$ cat src/rtl/fft_stage_r2.sv
// One pipelined radix-2 DIT stage of the 8-point FFT (stage index S, latency 2).
// Build macro FFT_STAGE_SCALE_EN halves every output; ovf is then held 0.
module fft_stage_r2 #(
    parameter int unsigned N = 3,
    parameter int unsigned S = 0
) (
    input  logic                clk,
    input  logic                rst,
    input  logic [8*(2**N)-1:0] in_r,
    input  logic [8*(2**N)-1:0] in_i,
    input  logic                in_valid,
    input  logic                inverse,
    input  logic                clr_ovf,
    output logic [8*(2**N)-1:0] out_r,
    output logic [8*(2**N)-1:0] out_i,
    output logic                out_valid,
    output logic                ovf
);
    localparam int unsigned W = 2 ** N;
    localparam int unsigned H = 2 ** S;
    localparam int unsigned KSTEP = 4 / H;
    // C = round(sqrt(1/2) * 2^(W-1)) in integer arithmetic (46341 / 2^16 ~ sqrt(1/2))
    localparam longint CVAL = (longint'(46341) * (longint'(1) << (W - 1)) + 32768) >>> 16;
    localparam logic signed [2*W+1:0] CW  = (2*W+2)'(CVAL);
    localparam logic signed [2*W+1:0] RND = (2*W+2)'(longint'(1) << (W - 2));
    localparam logic signed [W+1:0] MAXV = (W+2)'((1 << (W - 1)) - 1);
    localparam logic signed [W+1:0] MINV = (W+2)'(-(1 << (W - 1)));

    function automatic int unsigned lo_idx(input int unsigned p);
        return ((p >> S) << (S + 1)) | (p & (H - 1));
    endfunction

    function automatic int unsigned hi_idx(input int unsigned p);
        return lo_idx(p) + H;
    endfunction

    function automatic int unsigned k_of(input int unsigned p);
        return (p & (H - 1)) * KSTEP;
    endfunction

    function automatic logic signed [W:0] cmul(input logic signed [W:0] s);
        logic signed [2*W+1:0] p;
        p = (2*W+2)'(s);
        p = p * CW + RND;
        p = p >>> (W - 1);
        return p[W:0];
    endfunction

    // Returns {re, im} of b * W8^k, conjugated twiddle when inv is set.
    function automatic logic [2*W+1:0] twiddle(input logic signed [W:0] br,
                                               input logic signed [W:0] bi,
                                               input int unsigned     k,
                                               input logic            inv);
        logic signed [W:0] tr;
        logic signed [W:0] ti;
        tr = br;
        ti = bi;
        case (k)
            1: begin
                if (inv) begin
                    tr = cmul(br - bi);
                    ti = cmul(br + bi);
                end else begin
                    tr = cmul(br + bi);
                    ti = cmul(bi - br);
                end
            end
            2: begin
                if (inv) begin
                    tr = -bi;
                    ti = br;
                end else begin
                    tr = bi;
                    ti = -br;
                end
            end
            3: begin
                if (inv) begin
                    tr = cmul(-br - bi);
                    ti = cmul(br - bi);
                end else begin
                    tr = cmul(bi - br);
                    ti = cmul(-br - bi);
                end
            end
            default: ;
        endcase
        return {tr, ti};
    endfunction

    // Returns {saturated, result[W-1:0]}.
    function automatic logic [W:0] bfly(input logic signed [W:0] a,
                                        input logic signed [W:0] b,
                                        input logic            sub);
        logic signed [W+1:0] s;
        s = sub ? ((W+2)'(a) - (W+2)'(b)) : ((W+2)'(a) + (W+2)'(b));
`ifdef FFT_STAGE_SCALE_EN
        s = (s + (W+2)'(1)) >>> 1;
`endif
        if (s > MAXV) return {1'b1, MAXV[W-1:0]};
        if (s < MINV) return {1'b1, MINV[W-1:0]};
        return {1'b0, s[W-1:0]};
    endfunction

    logic signed [W:0] x_r [8];
    logic signed [W:0] x_i [8];
    logic signed [W:0] t_r_d [8];
    logic signed [W:0] t_i_d [8];
    logic signed [W:0] t_r_q [8];
    logic signed [W:0] t_i_q [8];
    logic [2*W+1:0]    tw;
    logic              v1_q;

    logic [8*W-1:0] out_r_d, out_i_d, out_r_q, out_i_q;
    logic [W:0]     res;
    logic           sat_any;
    logic           out_valid_q;
    logic           ovf_d, ovf_q;

    always_comb begin
        tw = '0;
        for (int k = 0; k < 8; k++) begin
            x_r[k] = (W+1)'($signed(in_r[k*W +: W]));
            x_i[k] = (W+1)'($signed(in_i[k*W +: W]));
        end
        t_r_d = x_r;
        t_i_d = x_i;
        for (int p = 0; p < 4; p++) begin
            tw = twiddle(x_r[hi_idx(p)], x_i[hi_idx(p)], k_of(p), inverse);
            t_r_d[hi_idx(p)] = tw[2*W+1:W+1];
            t_i_d[hi_idx(p)] = tw[W:0];
        end
    end

    always_ff @(posedge clk or posedge rst) begin
        if (rst) begin
            t_r_q <= '{default: '0};
            t_i_q <= '{default: '0};
            v1_q  <= 1'b0;
        end else begin
            v1_q <= in_valid;
            if (in_valid) begin
                t_r_q <= t_r_d;
                t_i_q <= t_i_d;
            end
        end
    end

    always_comb begin
        out_r_d = '0;
        out_i_d = '0;
        res     = '0;
        sat_any = 1'b0;
        for (int p = 0; p < 4; p++) begin
            res = bfly(t_r_q[lo_idx(p)], t_r_q[hi_idx(p)], 1'b0);
            out_r_d[lo_idx(p)*W +: W] = res[W-1:0];
            sat_any = sat_any | res[W];
            res = bfly(t_i_q[lo_idx(p)], t_i_q[hi_idx(p)], 1'b0);
            out_i_d[lo_idx(p)*W +: W] = res[W-1:0];
            sat_any = sat_any | res[W];
            res = bfly(t_r_q[lo_idx(p)], t_r_q[hi_idx(p)], 1'b1);
            out_r_d[hi_idx(p)*W +: W] = res[W-1:0];
            sat_any = sat_any | res[W];
            res = bfly(t_i_q[lo_idx(p)], t_i_q[hi_idx(p)], 1'b1);
            out_i_d[hi_idx(p)*W +: W] = res[W-1:0];
            sat_any = sat_any | res[W];
        end
    end

    // A saturation on a valid output overrides a simultaneous clear.
    always_comb begin
        ovf_d = ovf_q;
        if (clr_ovf) ovf_d = 1'b0;
`ifndef FFT_STAGE_SCALE_EN
        if (v1_q && sat_any) ovf_d = 1'b1;
`endif
    end

    always_ff @(posedge clk or posedge rst) begin
        if (rst) begin
            out_r_q     <= '0;
            out_i_q     <= '0;
            out_valid_q <= 1'b0;
            ovf_q       <= 1'b0;
        end else begin
            out_valid_q <= v1_q;
            ovf_q       <= ovf_d;
            if (v1_q) begin
                out_r_q <= out_r_d;
                out_i_q <= out_i_d;
            end
        end
    end

    assign out_r     = out_r_q;
    assign out_i     = out_i_q;
    assign out_valid = out_valid_q;
    assign ovf       = ovf_q;

endmodule

$ cat config.mk
export PLATFORM = sky130hd
export DESIGN_NAME = fft_stage_r2
export DESIGN_NICKNAME = d
export VERILOG_FILES = /design/src/rtl/fft_stage_r2.sv
export SDC_FILE = /design/constraint.sdc
export NUM_CORES = 1
export LEC_CHECK = 0
export ABC_AREA = 1
export CAP_MARGIN = 20
export CORE_AREA = 10 10 246 154
export CTS_CLUSTER_SIZE = 24
export DETAILED_ROUTE_END_ITERATION = 10
export DIE_AREA = 0 0 256 164
export PLACE_DENSITY = 0.77
export REMOVE_ABC_BUFFERS = 1
export SYNTH_ARGS = -nofsm -noshare
export SYNTH_HDL_FRONTEND = slang
export SYNTH_SLANG_ARGS = --single-unit
$ cat constraint.sdc
create_clock -name clk -period 24.3 [get_ports clk]
set_clock_uncertainty 0.1 [all_clocks]
set_input_delay 4.86 -clock clk [delete_from_list [all_inputs] [get_ports clk]]
set_output_delay 4.86 -clock clk [all_outputs]
set_load 0.005 [all_outputs]
* Word level (Yosys, flattened, before mapping) *
Index checks and enable logic that the tools add are counted.

cells by class
  bitwise gates (word level) = 15
  reduce and logical (&&, ||, !) cells = 2
  multiplexer cells = 114
  order comparisons = 32
  add/sub/neg operators = 16

operators by type and width
  operator                                                                number
  9-bit two-way mux                                                       64
  10-bit by 8-bit > comparator with 1-bit output (second input constant)  8
  10-bit by 8-bit < comparator with 1-bit output (second input constant)  8
  8-bit by 8-bit adder with 9-bit output                                  8
  9-bit by 8-bit > comparator with 1-bit output (second input constant)   8
  9-bit by 8-bit < comparator with 1-bit output (second input constant)   8
  8-bit by 8-bit subtractor with 9-bit output                             8
  1-bit two-way mux                                                       50
  1-bit OR                                                                15
  2-bit nonzero test                                                      1
  1-bit logical AND                                                       1

storage, ports and cells
  output and inout port bits = 130
  input port bits = 133
  flip-flop bits (word level) = 259

* Depth between registers and ports, before layout *
Gate-level depths: netlist (run 1).

  word-level depth = 23
  mapped depth = 19
  mapped depth without buffers = 18

* Worst setup path before layout (run 1) *
Ideal clock, no wire load.

  path kind = input to register
  start = input in_valid
  end = register t_r_q[63] (netlist name)
  path buffers = 3
  stages on the path = 5
  arrival time = 5.807 ns
  library setup time = 0.083 ns
  slack = 18.310 ns
  required time = 24.117 ns
  cell sequence = clkbuf_1 > clkbuf_1 > clkbuf_1 > nand2_1 > o21ai_0

RTL lines
  element               RTL line  source
  from (decl)           11        input logic in_valid,
  to (signal assigned)  143       t_r_q <= t_r_d;
  to (decl)             109       logic signed [W:0] t_r_q [8];

==> out/results.ini, run 1 <==
[placed_design]
pre_cts_slack_ns = 16.25
portBuffers = 261
place_congestion = 0.907
dp_hpwl_mm = 35.7
dpl-instance-area_sq_um = 19000

[yosys]
syn_area_per_cell_sq_um = 8.04
yosysWarnings = 0
ys_types = 40
syn_inst = 2007
ys_seq_area_frac = 0.402
ys_seq_elements = 259
syn_area_sq_um = 16100

[cts]
path_clk_slew_ns = 0.07
cts_hold_buf = 0
cts-root-buf = clkbuf_16
cts_sinks = 259
cts_resized = 0
insertion_delay_ns = 0.56
h-tree-depth = 1
clock_path_buffers = 3
cts_inserted_buffers = 26
cts_tree = yes
cts_setup_buffers = 0

[power_and_ir_drop]
ir_drop_mv = 0.0575
power_density_nw_per_um2 = 85.1
clockPowerShare = 0.256
p_int_uw = 1080
switching_share = 0.361
p_comb_frac = 0.394
power_switching_uw = 612
p_leak_uw = 0.00957
pwr-share-seq = 0.350

[critical_path]
arrival_ns = 7.79
critPathLaunchType = input port
crit_path_end_kind = async pin
critPathRequiredTime_ns = 24.77
crit_type = input port to async pin
crit_fanout = 125

[floorplanning]
die_x_um = 256
row_count = 52
die_h_um = 164
ios = 263
die_area_sq_um = 42000
start_util = 0.484
core_sq_um = 33300

[cells_and_area]
syn_to_final_growth_pct = 23.3
final_area_sq_um = 19900
fill_cells = 3069
final_util = 0.597
fin_nets = 2503
drive_above_1_share = 0.0865

[sta]
worst_pin_slew_ns = 0.923
min_period_ns = 7.32
hold_violations = 0
setup_viol = 0
layout_setup_ws_ns = 16.98
drv_slew = 0
relSlewSlack = 0.385
rsz0062_at_grt = no
fmax_ghz = 0.137
timing.final.crit_share = 0.301
tns_ns = 0

[flow_run]
drv_cap = 0

[global_routing]
antenna_found_initial = 4
grt_usage = 0.217
grt_pass1_vias = 13900
grt_max_degree = 126
gr-total-overflow = 0
grt_pass1_wl_mm = 74.7

[detailed_routing]
drcViolationCount = 0
dr.first_iter.drc_count = 1059
wl_per_cell_um = 17.4
viasPerCell = 5.27
vias = 14300
wl_mm = 47.1
first_pass_iters = 5
ant_nets = 0

[run_status]
status = finished clean

[min_path]
hp-class = flip-flop to flip-flop

## Yosys cell counts, drive strengths merged
| cell type | number | area share |
|---|---|---|
| a21o | 3 | 0.0014 |
| a21oi | 170 | 0.056 |
| a31oi | 12 | 0.0047 |
| and2 | 1 | 0.00039 |
| and3 | 2 | 0.00078 |
| buf | 43 | 0.016 |
| clkbuf | 32 | 0.0075 |
| clkinv | 1 | 0.00023 |
| dfrtp | 259 | 0.40 |
| fa | 16 | 0.020 |
| ha | 128 | 0.099 |
| inv | 211 | 0.049 |
| mux2 | 61 | 0.043 |
| nand2 | 479 | 0.12 |
| nand3 | 146 | 0.046 |
| nand3b | 4 | 0.0019 |
| nand4 | 20 | 0.0081 |
| nor2 | 191 | 0.045 |
| nor3 | 17 | 0.0056 |
| o21a | 7 | 0.0033 |
| o21ai | 141 | 0.044 |
| o21bai | 12 | 0.0056 |
| or2 | 21 | 0.0081 |
| xnor2 | 6 | 0.0033 |
| xor2 | 24 | 0.013 |
## cell type report
type,instances,area (sq um),area share
multi-input cells,1461,8470,0.426
clock inverters,9,128,0.00641
clock buffers,37,773,0.0389
repair buffers,266,2650,0.133
flip-flops and latches,259,6480,0.326
inverters,212,803,0.0404
well taps,459,574,0.0289
diodes,3,7.51,0.000377
## worst max-delay path, cell delays in order
cell and delay (ns):
clkdlybuf4s50_1 0.49, inv_8 0.65, buf_4 0.83, buf_4 0.80
## metal layers
metal | vias to the layer above | part of all wire | GRT usage
met5 | - | 0.00028 | 0
met4 | 2 | 0.027 | 0.0579
met3 | 70 | 0.067 | 0.0460
met2 | 421 | 0.45 | 0.343
met1 | 6815 | 0.46 | 0.298
li1 | 6966 | - | -
## path summary, 6_finish.rpt
kind                           start        end  slack [ns]  cells after the start
setup reg to reg           t_r_q[27]        ovf       21.36                     18
min in group asynchronous        rst   out_r[8]        4.80                      2
setup / recovery                 rst  t_i_q[14]       16.98                      4
max in group clk            in_valid  t_i_q[15]       17.81                      3
hold reg to reg            out_r[48]  out_r[48]        0.38                      2
hold / removal             out_r[48]  out_r[48]        0.38                      2
## through the flow
stage	hold slack, ns	cells	total power [uW]
5_1_grt	0.406	2704	1800
2_1_floorplan	0.370	1932	944
3_3_place_gp	0.368	2657	1250
4_1_cts	0.389	2703	1700
6_report	0.382	2706	1690
3_5_place_dp	0.373	2657	1260
## cells by family (layout without fill, tap and decap cells)
logic type | after synthesis | count (layout) | synth area share
other cells | 0 | 3 | 0
fa+ha+maj | 144 | 144 | 0.119
simple gates | 881 | 881 | 0.232
mux | 61 | 61 | 0.0426
buf+inv | 287 | 524 | 0.0731
xor+xnor | 30 | 30 | 0.0163
compound gates | 345 | 345 | 0.115
flops | 259 | 259 | 0.402
## power groups by stage
stage	clock [uW]	sequential [uW]	combinational (uW)
after CTS	443	593	668
after floorplan	0	591	353
after detailed placement	0	599	663
final	434	593	666
after global placement	0	597	652
after global routing	459	604	740
## sequential cells by signal (all words and copies together), names as in the netlist
register	count
v1_q	1
out_valid	1
t_i_q	64
out_i	64
t_r_q	64
ovf	1
out_r	64
## placed cells by master (no fill, tap or decap), types with 7 or more instances in the layout
master             n
nand2_1          456
clkdlybuf4s50_1  260
dfrtp_1          258
inv_1            193
nor2_1           187
a21oi_1          157
nand3_1          145
o21ai_0          139
ha_1             128
mux2_2            61
clkbuf_16         27
xor2_1            24
or2_2             21
nand4_1           19
inv_2             18
nand2_2           18
nor3_1            16
fa_1              16
a31oi_1           12
a21oi_2           12
o21bai_1          12
o21a_1             7
Power figures use the tool's default switching activity.
==> run 2, diff against run 1 <==
--- a/config.mk
+++ b/config.mk
@@ -11,7 +11,7 @@
 export CTS_CLUSTER_SIZE = 24
 export DETAILED_ROUTE_END_ITERATION = 10
 export DIE_AREA = 0 0 256 164
-export PLACE_DENSITY = 0.77
+export PLACE_DENSITY = 0.79
 export REMOVE_ABC_BUFFERS = 1
 export SYNTH_ARGS = -nofsm -noshare
 export SYNTH_HDL_FRONTEND = slang
==> constraint.sdc (replaced) <==
create_clock -name clk -period 6.46 [get_ports clk]
set_clock_uncertainty 0.1 [all_clocks]
set_input_delay 1.292 -clock clk [delete_from_list [all_inputs] [get_ports clk]]
set_output_delay 1.292 -clock clk [all_outputs]
set_load 0.005 [all_outputs]
==> run 2 against run 1 <==
Via count grew 1.2%. Highest routed layer unchanged. Largest power group unchanged. Total power grew to 3.8 times the previous value. Critical path type is now flip-flop to primary output. Critical path depth is 3 lower.
==> out/results.ini, run 2 (synthesis gave the netlist of run 1 again) <==
[run_status]
status = finished clean  ; unchanged

[cells_and_area]
drive_above_1_share = 0.0877  ; was 0.0865
layout_common_cells = 456 x nand2_1, 260 x clkdlybuf4s50_1, 258 x dfrtp_1  ; unchanged
fin_nets = 2504  ; was 2,503
final_common_cell = nand2_1  ; unchanged
final_util = 0.599  ; was 0.597
syn_to_final_growth_pct = 23.7  ; was 23.3%
fill_cells = 2964  ; was 3,069

[cts]
cts-root-buf = clkbuf_16  ; unchanged
clock_path_buffers = 3  ; unchanged
cts_tree = yes  ; unchanged
cts_inserted_buffers = 27  ; was 26
path_clk_slew_ns = 0.07  ; about the same
cts_sinks = 259  ; unchanged
cts_hold_buf = 0  ; unchanged
cts_setup_buffers = 0  ; unchanged
insertion_delay_ns = 0.56  ; about the same
cts_resized = 0  ; unchanged
h-tree-depth = 1  ; unchanged

[detailed_routing]
drcViolationCount = 0  ; unchanged
wl_mm = 47.3  ; was 47.1 mm
first_pass_iters = 5  ; unchanged
top_layer = met5  ; unchanged
dr.first_iter.drc_count = 1141  ; was 1,059
ant_nets = 0  ; unchanged
met2_length_mm = 21.5  ; was 21.0 mm
met1_length_mm = 21.1  ; was 21.7 mm
viasPerCell = 5.34  ; was 5.27
vias = 14500  ; was 14,300
dr_wl_met3_mm = 3.27  ; was 3.14 mm
wl_per_cell_um = 17.5  ; was 17.4 um

[power_and_ir_drop]
p_comb_frac = 0.391  ; was 0.394
p_int_uw = 4120  ; was 1080 uW
clockPowerShare = 0.261  ; was 0.256
power_switching_uw = 2300  ; was 612 uW
switching_share = 0.359  ; was 0.361
pwr-share-seq = 0.348  ; was 0.350
ir_drop_mv = 0.194  ; was 0.0575 mV
power_density_nw_per_um2 = 322  ; was 85.1 nW/um^2
p_leak_uw = 0.00961  ; was 0.00957 uW
total_power_uw = 6420  ; was 1690 uW

[sta]
setup_viol = 0  ; unchanged
min_period_ns = 2.91
hold_violations = 0  ; unchanged
hold-worst-slack_ns = 0.385  ; was 0.382 ns
tns_ns = 0  ; unchanged
timing.final.crit_share = 0.450
relSlewSlack = 0.335  ; was 0.385
rsz0062_at_grt = no  ; unchanged
drv_slew = 0  ; unchanged
fmax_ghz = 0.344
worst_pin_slew_ns = 0.997  ; was 0.923 ns

[global_routing]
grt_pass1_wl_mm = 75.6  ; was 74.7 mm
grt_pass1_vias = 14400  ; was 13,900
gr-total-overflow = 0  ; unchanged
antenna_found_initial = 3  ; was 4
grt_max_degree = 136  ; was 126
grt_usage = 0.219  ; was 0.217

[floorplanning]
ios = 263  ; unchanged
die_area_sq_um = 42000  ; unchanged
die_h_um = 164  ; unchanged
die_x_um = 256  ; unchanged
row_count = 52  ; unchanged
start_util = 0.484  ; unchanged
core_sq_um = 33300  ; unchanged

[critical_path]
crit_fanout = 2  ; was 125
critPathLaunchType = flip-flop  ; was input port
critical_path.cell_chain = clkdlybuf4s50_1  ; was clkdlybuf4s50_1, inv_8, buf_4, buf_4
critPathBufInv = 1  ; was 4
path_delay_family = buffers and inverters  ; unchanged
crit_path_end_kind = primary output  ; was async pin
crit_type = flip-flop to primary output  ; was input port to async pin
reg2reg_from = t_r_q[27]  ; unchanged
cp_slowest_cell = clkdlybuf4s50_1  ; was buf_4
cpPeakStageDelay_ns = 0.54  ; was 0.83 ns
critPathRequiredTime_ns = 5.07  ; was 24.77 ns
arrival_ns = 1.52  ; was 7.79 ns
startpoint = out_i[32]  ; was rst

[flow_run]
drv_cap = 0  ; unchanged

[placed_design]
place_congestion = 0.938  ; was 0.907
portBuffers = 261  ; unchanged
dp_hpwl_mm = 35.9  ; was 35.7 mm

[min_path]
hp-class = flip-flop to flip-flop  ; unchanged
holdCritStartpoint = out_r[25]  ; was out_r[48]

[run 2: changes by cell type in the layout (fill, tap and decap cells not counted), sizes merged]
cell      change
clkinvlp      -2
diode         -1
clkbuf        +4
clkinv        +1
[run 2: cell type report]
class / instances / area [sq um] / share of cell area
multi-input cells: 1461 / 8470 / 0.425
well taps: 459 / 574 / 0.0288
clock inverters: 8 / 118 / 0.00590
repair buffers: 266 / 2660 / 0.134
diodes: 2 / 5.00 / 0.000251
clock buffers: 41 / 828 / 0.0415
flip-flops and latches: 259 / 6480 / 0.325
inverters: 212 / 803 / 0.0403
[run 2: through the flow]
step                      worst slack [ns]  instance area, sq um  cells
final                                 3.55                 20000   2708
after CTS                             3.54                 19900   2706
after floorplan                      -2.06                 15800   1932
after global placement                3.20                 19000   2657
after detailed placement              3.13                 19000   2657
after global routing                  3.40                 20000   2708
[run 2: power groups by stage]
stage | Combinational, uW | Sequential [uW] | Clock, uW
floorplan | 1330 | 2220 | 0
global placement | 2440 | 2240 | 0
detailed placement | 2490 | 2260 | 0
CTS | 2520 | 2230 | 1710
global route | 2790 | 2280 | 1780
finish | 2510 | 2230 | 1680
[run 2: layer usage]
layer,vias to the layer above,GRT usage
met1,6922,0.296
li1,6959,-
met4,2,0.0655
met5,-,0
met2,494,0.354
met3,75,0.0426
[run 2: path summary, 6_finish.rpt]
kind / endpoint / slack [ns] / cells past startpoint
min in group asynchronous: out_r[12] / 1.24 / 2
max in group asynchronous: t_r_q[9] / 3.83 / 3
worst min register to register: out_r[25] / 0.39 / 2
worst max-delay path: out_i[32] / 3.55 / 1
worst min-delay path: out_r[25] / 0.39 / 2
worst max register to register: ovf / 3.63 / 18
[run 2: worst reg2reg max path, cell delays in order, from the launching register on]
cell and delay [ns]:
dfrtp_1 0.38, inv_1 0.08, ha_1 0.14, inv_1 0.06, fa_1 0.45, nand3_1 0.12, nand3_1 0.14, nand2_1 0.12
nand2_1 0.06, nand2_1 0.09, nand2_1 0.10, nand2_1 0.14, nand2_1 0.07, nor2_1 0.22, nand2_1 0.08, nor2_1 0.09
nand3_1 0.08, nand2_1 0.11, nand2_1 0.07
==> run 3, diff against run 2 <==
--- a/config.mk
+++ b/config.mk
@@ -11,7 +11,7 @@
 export CTS_CLUSTER_SIZE = 24
 export DETAILED_ROUTE_END_ITERATION = 10
 export DIE_AREA = 0 0 256 164
-export PLACE_DENSITY = 0.79
+export PLACE_DENSITY = 0.77
 export REMOVE_ABC_BUFFERS = 1
 export SYNTH_ARGS = -nofsm -noshare
 export SYNTH_HDL_FRONTEND = slang
==> constraint.sdc (replaced) <==
create_clock -name clk -period 2.8 [get_ports clk]
set_clock_uncertainty 0.1 [all_clocks]
set_input_delay 0.56 -clock clk [delete_from_list [all_inputs] [get_ports clk]]
set_output_delay 0.56 -clock clk [all_outputs]
set_load 0.005 [all_outputs]
==> run 3 against run 2 <==
Via count is 0.89% lower. Clock power up 110%. Critical endpoint is now ovf. Sequential share of layout area fell by 0.31 points. Die area did not move. Critical path type is now flip-flop to flip-flop.
==> out/results.ini, run 3 (synthesis gave the netlist of run 1 again) <==
[flow_run]
drv_cap = 0  ; unchanged

[min_path]
hp-class = input port to flip-flop  ; was flip-flop to flip-flop

[floorplanning]
core_sq_um = 33300  ; unchanged
die_h_um = 164  ; unchanged
die_area_sq_um = 42000  ; unchanged
start_util = 0.484  ; unchanged
die_x_um = 256  ; unchanged
ios = 263  ; unchanged
row_count = 52  ; unchanged

[sta]
min_period_ns = 2.60
drv_slew = 0  ; unchanged
hold_violations = 0  ; unchanged
relSlewSlack = 0.678  ; was 0.335
setup_viol = 0  ; unchanged
fmax_ghz = 0.384
hold-worst-slack_ns = 0.256  ; was 0.385 ns
timing.final.crit_share = 0.930
rsz0062_at_grt = no  ; unchanged
worst_pin_slew_ns = 0.483  ; was 0.997 ns
tns_ns = 0  ; unchanged

[global_routing]
antenna_found_initial = 3  ; unchanged
grt_pass1_wl_mm = 74.8  ; was 75.6 mm
gr-total-overflow = 0  ; unchanged
grt_max_degree = 56  ; was 136
grt_pass1_vias = 14000  ; was 14,400
grt_usage = 0.216  ; was 0.219

[critical_path]
cpPeakStageDelay_ns = 0.40  ; was 0.54 ns
crit_path_end_kind = flip-flop  ; was primary output
cp_slowest_cell = dfrtp_1  ; was clkdlybuf4s50_1
critical_path.cell_chain = ha_1, fa_1, inv_1, nand3_1, nand3_1, nand4_1, nand2_2, inv_1, nand2_4, nand2_2, nor2_4, nand3_2, nor2_1, nand3_1, nand2_1, nand2_1  ; was clkdlybuf4s50_1
arrival_ns = 2.94  ; was 1.52 ns
crit_type = flip-flop to flip-flop  ; was flip-flop to primary output
critPathRequiredTime_ns = 3.13  ; was 5.07 ns
critPathLaunchType = flip-flop  ; unchanged
cpMostUsedCell = nand3_1
crit_fanout = 8  ; was 2

[cts]
h-tree-depth = 1  ; unchanged
path_clk_slew_ns = 0.06  ; was 0.07 ns
insertion_delay_ns = 0.56  ; about the same
cts_setup_buffers = 0  ; unchanged
cts_sinks = 259  ; unchanged
cts_tree = yes  ; unchanged
cts-root-buf = clkbuf_16  ; unchanged
clock_path_buffers = 3  ; unchanged
cts_inserted_buffers = 27  ; unchanged

[cells_and_area]
layout_common_cells = 453 x nand2_1, 260 x clkdlybuf4s50_1, 258 x dfrtp_1  ; was 456 x nand2_1, 260 x clkdlybuf4s50_1, 258 x dfrtp_1
drive_above_1_share = 0.0992  ; was 0.0877
finalNonFillerCells = 2729  ; was 2,708
syn_to_final_growth_pct = 24.8  ; was 23.7%
final_common_cell = nand2_1  ; unchanged
fin_nets = 2527  ; was 2,504
final_area_sq_um = 20100  ; was 20,000 sq um

[detailed_routing]
dr.first_iter.drc_count = 1245  ; was 1,141
drcViolationCount = 0  ; unchanged
first_pass_iters = 6  ; was 5
wl_mm = 46.9  ; was 47.3 mm
vias = 14300  ; was 14,500
ant_nets = 0  ; unchanged
viasPerCell = 5.25  ; was 5.34
wl_per_cell_um = 17.2  ; was 17.5 um

[placed_design]
place_inst = 2680  ; was 2,657
portBuffers = 261  ; unchanged
dpl-instance-area_sq_um = 19300  ; was 19,000 sq um
dp_hpwl_mm = 36.6  ; was 35.9 mm
place_congestion = 0.924  ; was 0.938

[power_and_ir_drop]
power_density_nw_per_um2 = 722  ; was 322 nW/um^2
p_leak_uw = 0.00970  ; was 0.00961 uW
ir_drop_mv = 0.514  ; was 0.194 mV
total_power_uw = 14500  ; was 6420 uW

[run_status]
status = finished clean  ; unchanged

[run 3: repair_timing]
| item | CTS | global route |
|---|---|---|
| setup endpoints to repair | 0 | 6 |
| endpoints found under the hold margin | 0 | 0 |
| hold buffers | 0 | 0 |
| gates resized for setup | 0 | 11 |
[run 3: power breakdown]
group | switching [uW] | internal, uW
Clock | 1530 | 1940
Sequential | 602 | 4560
Combinational | 3180 | 2720
[run 3: through the flow]
stage	utilization	setup slack, ns
floorplan	-	-4.99
global placement	0.579	0.171
detailed placement	0.579	0.147
CTS	0.603	0.126
global route	0.604	0.00396
finish	0.605	0.196
[run 3: final timing paths]
kind / from / to / depth (start not counted) / slack (ns)
setup / recovery: t_r_q[54] / ovf / 16 / 0.20
hold / removal: in_valid / t_i_q[3] / 3 / 0.26
setup reg to reg: t_r_q[54] / ovf / 16 / 0.20
hold reg to reg: out_r[56] / out_r[56] / 2 / 0.39
max in group asynchronous: rst / t_i_q[14] / 3 / 1.71
min in group asynchronous: rst / out_valid / 2 / 0.29
[run 3: worst max-delay path: cells and delay by family, from the launching register on]
| kind | cells | cell delay [ns] |
|---|---|---|
| flip-flops | 1 | 0.40 |
| AND/OR/NAND/NOR | 12 | 1.21 |
| adder cells (fa/ha/maj) | 2 | 0.62 |
| buffers and inverters | 2 | 0.16 |
[run 3: final cells by class]
| class | count | area (sq um) |
|---|---|---|
| repair buffers | 289 | 2940 |
| fillers | 2934 | 13200 |
| clock buffers | 36 | 739 |
| clock inverters | 11 | 88.8 |
| multi-input cells | 1461 | 8510 |
| diodes | 2 | 5.00 |
| flip-flops and latches | 259 | 6480 |
| well taps | 459 | 574 |
| inverters | 212 | 803 |
[run 3: metal layers]
metal  vias up  global-route usage  wire (um)
met2       486               0.350      21000
li1       7008                   -          -
met5         -                   0         18
met4         2              0.0461        969
met1      6765               0.297      21900
met3        63              0.0421       2990
